[config.mk]
export PLATFORM = sky130hd
export DESIGN_NAME = comp_pipe_nbit
export DESIGN_NICKNAME = d
export VERILOG_FILES = /design/src/rtl/comp_pkg.sv /design/src/rtl/comp_merge_node.sv /design/src/rtl/comp_pipe_nbit.sv
export SDC_FILE = /design/constraint.sdc
export NUM_CORES = 1
export LEC_CHECK = 0
export ABC_CLOCK_PERIOD_IN_PS = 7500
export BUFFER_PORTS_ARGS = -buffer_cell sky130_fd_sc_hd__buf_2
export CORE_ASPECT_RATIO = 0.9
export CORE_UTILIZATION = 46
export DETAILED_ROUTE_END_ITERATION = 16
export GPL_ROUTABILITY_DRIVEN = 0
export PLACE_DENSITY = 0.68
export SETUP_SLACK_MARGIN = 0.05
export SLEW_MARGIN = 20
export SYNTH_ARGS = -nofsm -noshare
export SYNTH_HDL_FRONTEND = slang
export SYNTH_HIERARCHICAL = 1
export SYNTH_SLANG_ARGS = --single-unit
[constraint.sdc]
create_clock -name i_clk -period 7.5 [get_ports i_clk]
set_clock_uncertainty 0.05 [all_clocks]
set_input_delay 0 -clock i_clk [delete_from_list [all_inputs] [get_ports i_clk]]
set_output_delay 0 -clock i_clk [all_outputs]
set_load 0.05 [all_outputs]
[src/rtl/comp_pkg.sv]
// Shared types and helpers for the pipelined magnitude comparator.
package comp_pkg;

   typedef enum logic [1:0] {
      CMP_UNSIGNED = 2'b00,
      CMP_SIGNED   = 2'b01,
      CMP_FLOAT    = 2'b10,
      CMP_RSVD     = 2'b11
   } comp_mode_e;

   typedef struct packed {
      logic less;
      logic equal;
   } comp_res_t;

   // Number of tree levels (leaf level included) for an operand width.
   function automatic int unsigned comp_levels(input int unsigned width);
      return $clog2(width);
   endfunction

endpackage

[src/rtl/comp_merge_node.sv]
// Combinational merge of two adjacent compare results; hi covers the more significant bits.
module comp_merge_node
   import comp_pkg::*;
(
   input  comp_res_t hi_i,
   input  comp_res_t lo_i,
   output comp_res_t res_o
);

   always_comb begin
      res_o.less  = hi_i.less | (hi_i.equal & lo_i.less);
      res_o.equal = hi_i.equal & lo_i.equal;
   end

endmodule

[src/rtl/comp_pipe_nbit.sv]
// Pipelined WIDTH-bit magnitude comparator (unsigned / signed / sign-magnitude float).
// Define COMP_FP_NAN_EN to flag NaN operands in float mode as unordered.
module comp_pipe_nbit
   import comp_pkg::*;
#(
   parameter int unsigned WIDTH = 32,
   parameter int unsigned TAG_W = 4,
   parameter int unsigned EXP_W = 8,
   parameter int unsigned MAN_W = 23
) (
   input  logic             i_clk,
   input  logic             i_rst_n,
   input  logic             i_valid,
   output logic             o_ready,
   input  logic [WIDTH-1:0] i_data_a,
   input  logic [WIDTH-1:0] i_data_b,
   input  logic [1:0]       i_mode,
   input  logic [TAG_W-1:0] i_tag,
   output logic             o_valid,
   input  logic             i_ready,
   output logic             o_less,
   output logic             o_equal,
   output logic             o_greater,
   output logic             o_unordered,
   output logic [TAG_W-1:0] o_tag
);

   localparam int unsigned LEVELS = comp_levels(WIDTH);
   localparam int unsigned LEAVES = WIDTH / 2;
   localparam int unsigned LAST   = LEVELS - 2;
   localparam int unsigned MAG_W  = EXP_W + MAN_W;
   localparam int unsigned TQ_N   = (LEAVES > 2) ? LEAVES - 2 : 1;
   localparam int          TQ_USE = int'(LEAVES) - 2;
   localparam logic [WIDTH-1:0] MSB_MASK = {1'b1, {(WIDTH-1){1'b0}}};

   // Maps each ordering onto plain unsigned order of the transformed pattern.
   function automatic logic [WIDTH-1:0] xform(input logic [WIDTH-1:0] v, input comp_mode_e m);
      logic [WIDTH-1:0] r;
      r = v;
      case (m)
         CMP_SIGNED: r = v ^ MSB_MASK;
         CMP_FLOAT:  r = v[WIDTH-1] ? ~v : (v ^ MSB_MASK);
         default:    r = v;
      endcase
      return r;
   endfunction

   logic en;
   assign en      = i_ready | ~o_valid;
   assign o_ready = en;

   comp_mode_e       mode;
   logic [WIDTH-1:0] a_t, b_t;
   logic             both_zero;
   comp_res_t        leaf_d [LEAVES];
   comp_res_t        leaf_q [LEAVES];

   always_comb begin
      mode      = comp_mode_e'(i_mode);
      a_t       = xform(i_data_a, mode);
      b_t       = xform(i_data_b, mode);
      both_zero = (mode == CMP_FLOAT) && (i_data_a[MAG_W-1:0] == '0)
                  && (i_data_b[MAG_W-1:0] == '0);
      for (int i = 0; i < int'(LEAVES); i++) begin
         leaf_d[i].less  = a_t[2*i +: 2] < b_t[2*i +: 2];
         leaf_d[i].equal = a_t[2*i +: 2] == b_t[2*i +: 2];
      end
   end

`ifdef COMP_FP_NAN_EN
   logic a_nan, b_nan, any_nan;
   logic nan_q [LEVELS-1];
   always_comb begin
      a_nan   = (&i_data_a[MAG_W-1:MAN_W]) & (|i_data_a[MAN_W-1:0]);
      b_nan   = (&i_data_b[MAG_W-1:MAN_W]) & (|i_data_b[MAN_W-1:0]);
      any_nan = (mode == CMP_FLOAT) & (a_nan | b_nan);
   end
`endif

   // Sideband pipeline: valid, tag and zero/NaN flags move with the tree levels.
   logic             vld_q  [LEVELS-1];
   logic [TAG_W-1:0] tag_q  [LEVELS-1];
   logic             zero_q [LEVELS-1];

   always_ff @(posedge i_clk or negedge i_rst_n) begin
      if (!i_rst_n) begin
         for (int s = 0; s < int'(LEVELS) - 1; s++) begin
            vld_q[s]  <= 1'b0;
            tag_q[s]  <= '0;
            zero_q[s] <= 1'b0;
`ifdef COMP_FP_NAN_EN
            nan_q[s]  <= 1'b0;
`endif
         end
      end else if (en) begin
         vld_q[0]  <= i_valid;
         tag_q[0]  <= i_tag;
         zero_q[0] <= both_zero;
`ifdef COMP_FP_NAN_EN
         nan_q[0]  <= any_nan;
`endif
         for (int s = 1; s < int'(LEVELS) - 1; s++) begin
            vld_q[s]  <= vld_q[s-1];
            tag_q[s]  <= tag_q[s-1];
            zero_q[s] <= zero_q[s-1];
`ifdef COMP_FP_NAN_EN
            nan_q[s]  <= nan_q[s-1];
`endif
         end
      end
   end

   always_ff @(posedge i_clk) begin
      if (en) leaf_q <= leaf_d;
   end

   // Tree nodes above the leaves, stored level after level; the root is the last entry.
   comp_res_t tree_d [LEAVES-1];
   comp_res_t tree_q [TQ_N];

   for (genvar k = 1; k < int'(LEVELS); k++) begin : g_level
      localparam int unsigned N = WIDTH >> (k + 1);
      localparam int unsigned T = LEAVES - (WIDTH >> k);
      for (genvar j = 0; j < int'(N); j++) begin : g_node
         comp_res_t hi, lo;
         if (k == 1) begin : g_from_leaf
            assign hi = leaf_q[2*j+1];
            assign lo = leaf_q[2*j];
         end else begin : g_from_tree
            localparam int unsigned TP = LEAVES - (WIDTH >> (k - 1));
            assign hi = tree_q[TP+2*j+1];
            assign lo = tree_q[TP+2*j];
         end
         comp_merge_node u_node (
            .hi_i  (hi),
            .lo_i  (lo),
            .res_o (tree_d[T+j])
         );
      end
   end

   always_ff @(posedge i_clk) begin
      if (en) begin
         for (int i = 0; i < TQ_USE; i++) tree_q[i] <= tree_d[i];
      end
   end

   logic fin_less, fin_equal, fin_greater, fin_unord;

   always_comb begin
      fin_less  = tree_d[LEAVES-2].less;
      fin_equal = tree_d[LEAVES-2].equal;
      fin_unord = 1'b0;
      if (zero_q[LAST]) begin
         fin_less  = 1'b0;
         fin_equal = 1'b1;
      end
`ifdef COMP_FP_NAN_EN
      if (nan_q[LAST]) begin
         fin_less  = 1'b0;
         fin_equal = 1'b0;
         fin_unord = 1'b1;
      end
`endif
      fin_greater = ~fin_unord & ~fin_less & ~fin_equal;
   end

   // Result fields only load with a real result so they hold across bubbles.
   always_ff @(posedge i_clk or negedge i_rst_n) begin
      if (!i_rst_n) begin
         o_valid     <= 1'b0;
         o_less      <= 1'b0;
         o_equal     <= 1'b0;
         o_greater   <= 1'b0;
         o_tag       <= '0;
`ifdef COMP_FP_NAN_EN
         o_unordered <= 1'b0;
`endif
      end else if (en) begin
         o_valid <= vld_q[LAST];
         if (vld_q[LAST]) begin
            o_less      <= fin_less;
            o_equal     <= fin_equal;
            o_greater   <= fin_greater;
            o_tag       <= tag_q[LAST];
`ifdef COMP_FP_NAN_EN
            o_unordered <= fin_unord;
`endif
         end
      end
   end

`ifndef COMP_FP_NAN_EN
   assign o_unordered = 1'b0;
`endif

endmodule
==> results.txt <==
share of cells above drive strength 1 = 22.0%
setup tns final = 0 ns
drt wl/cell = 13.6 um
Mapped Nets = 578
Reg clk slew, reported paths = 0.06 ns
H-tree level count = 3
WHS = 0.0322 ns
share of the synthesized area in the top cell type = 38.2%
TritonCTS Buffers = 9
VDD IR max = 209 uV
CTS tree = built
largest net degree at the start of global routing = 45
crit start category = flip-flop
Rows = 34
Post-route DRC = 0
CTS Sinks = 92
top-count cell post-synth = nand2_1
Syn Std Cell Area = 0.00472 sq mm
drt via density = 5.21
Seq/Total Area, Yosys = 55.1%
antenna-violating nets left = 0
vias in the first global route = 3373
biggest area consumer among synthesized cells = edfxtp_1
Pwr Density = 305 mW/mm^2
Syn. warnings = 6
drt first pass iters = 4
Synth cell types = 30
run status = completed
depth of the worst hold-timing path = 4
total track usage = 18.8%
routed vias = 3570
core box area = 0.00983 sq mm
Fin. Hold Viols = 0
crit path DAT = 3.10 ns
final period utilization = 39.2%
FILL cells = 848
Die Wd = 109 um
Max Slew Vio Count = 0
Worst setup EP type = flip-flop
Ports = 84
DRT iter0 DRCs = 253
initial antenna violation count = 0
HPWL after detailed placement = 6860 um
prevailing post-synth register cell = edfxtp_1
number of synthesized register bits = 92
RSZ-0062 raised after global routing = false
Synth-to-Final Area Change = 18.7%
# setup viols final = 0
max cap viols = 0
synthesized area per cell = 10.0 sq um
Clock Path Buffers = 2
Worst slew margin = 31.6%
Hold Crit Class = in2reg
Die ar. = 0.0107 sq mm
first-pass GRT wire length = 15500 um
crit path time final = 2.94 ns
gr ovfl total = 0
leakage power = 2.60 nW
post-CTS setup buffer count = 0
fraction of registers with async set/reset = 34.8%
final wirelength = 9320 um
critical setup path kind = reg2reg
Post-synth EDFFs = 60
PortBufs = 82
worst-margin pin slew = 1.02 ns
CP required = 7.66 ns
die height = 98.1 um
Final nets = 662
top cells by count, synth = nand2_1, edfxtp_1, a21oi_1
initial core utilization = 48.0%
fmax = 341 MHz
root buffer cell = clkbuf_16
leading post-synthesis cells by cell area = edfxtp_1, dfrtp_1, ha_1
Clock Latency Late Sink = 0.32 ns
worst reg2reg path depth = 5
Mapped Cells = 470
# diodes = 0
CP max FO = 44
worst max-delay path, stage by stage, from the launching register on:
cell and delay [ns]:
dfrtp_1 0.34, nor2b_4 0.50, clkinv_2 0.67, buf_4 0.53, nand2_1 0.35, mux2_2 0.38
layout by cell type, fill, tap and decap left out, types with 2 or more instances in the layout:
cell type	Yosys	layout
buf_4	1	2
o21ai_0	36	34
mux2_2	4	4
edfxtp_1	60	60
clkinv_2	1	2
ha_1	34	34
clkbuf_8	0	2
dfrtp_1	32	32
a21oi_1	48	48
nand2_1	109	109
clkbuf_1	16	3
buf_2	0	82
nor4_1	11	11
nand4_1	3	3
nor4_2	3	3
and2_2	15	15
inv_1	19	19
nand2b_1	2	2
dlygate4sd3_1	0	7
a21o_1	15	15
clkbuf_16	0	10
nor2_1	34	34
and2_1	16	16
repair_timing:
item | 4_1_cts | 5_1_grt
hold buffers | 7 | 0
hold endpoints to repair | 43 | 0
gates resized for setup | 0 | 0
layer usage:
metal	share of wire (%)	up-vias	GRT usage (%)
li1	-	1802	-
met1	47	1640	25.8
met2	45	114	29.6
met3	5.8	14	3.34
met4	1.8	0	7.38
met5	0	-	0
area by class of cell:
type | count | area (sq um) | area share [%]
repair buffers | 91 | 495 | 8.84
well taps | 126 | 158 | 2.81
clock inverters | 1 | 5.00 | 0.0893
inverters | 20 | 76.3 | 1.36
multi-input cells | 340 | 1980 | 35.3
flip-flops and latches | 92 | 2600 | 46.4
clock buffers | 15 | 289 | 5.16
logic make-up after synthesis:
logic type	after synthesis	share of synthesized area [%]
DFF	92	55.1
AOI/OAI and AO/OA	102	11.7
muxes	4	0.954
adders and majority gates	34	9.01
buffers and inverters	38	3.29
other	1	0.0795
and+or+nand+nor	199	19.8
state kept, by name (all words and copies together), names as in the netlist:
signal and cells:
tag_q 16, zero_q 4, o_equal 1, g_level.g_node.hi 16, tree_q 28, o_less 1, vld_q 4, o_greater 1
o_tag 4, o_valid 1, g_level.g_node.lo 16
power breakdown:
part           internal (mW)  switching, mW
combinational          0.156          0.275
clock                  0.263          0.167
sequential             0.779         0.0690
total                   1.20          0.511
final timing paths:
| check | from | end | slack (ns) |
|---|---|---|---|
| min in group asynchronous | i_rst_n | o_less | 0.21 |
| max reg2reg | o_valid | o_tag[0] | 4.56 |
| max in group asynchronous | i_rst_n | zero_q[2] | 6.74 |
| min reg2reg | tag_q[9] | tag_q[9] | 0.42 |
| max | o_valid | o_tag[0] | 4.56 |
| min | i_data_b[3] | zero_q[3] | 0.03 |
through the flow:
stage	worst slack (ns)	instance area (sq um)	utilization, %	total power, mW	instances
2_1_floorplan	3.79	4720	-	1.16	470
3_3_place_gp	4.61	5230	53.2	1.27	662
3_5_place_dp	4.54	5230	53.2	1.29	662
4_1_cts	4.51	5600	56.9	1.73	685
5_1_grt	4.27	5600	57.0	1.81	685
6_report	4.56	5600	57.0	1.71	685
(Power assumes the default switching activity.)
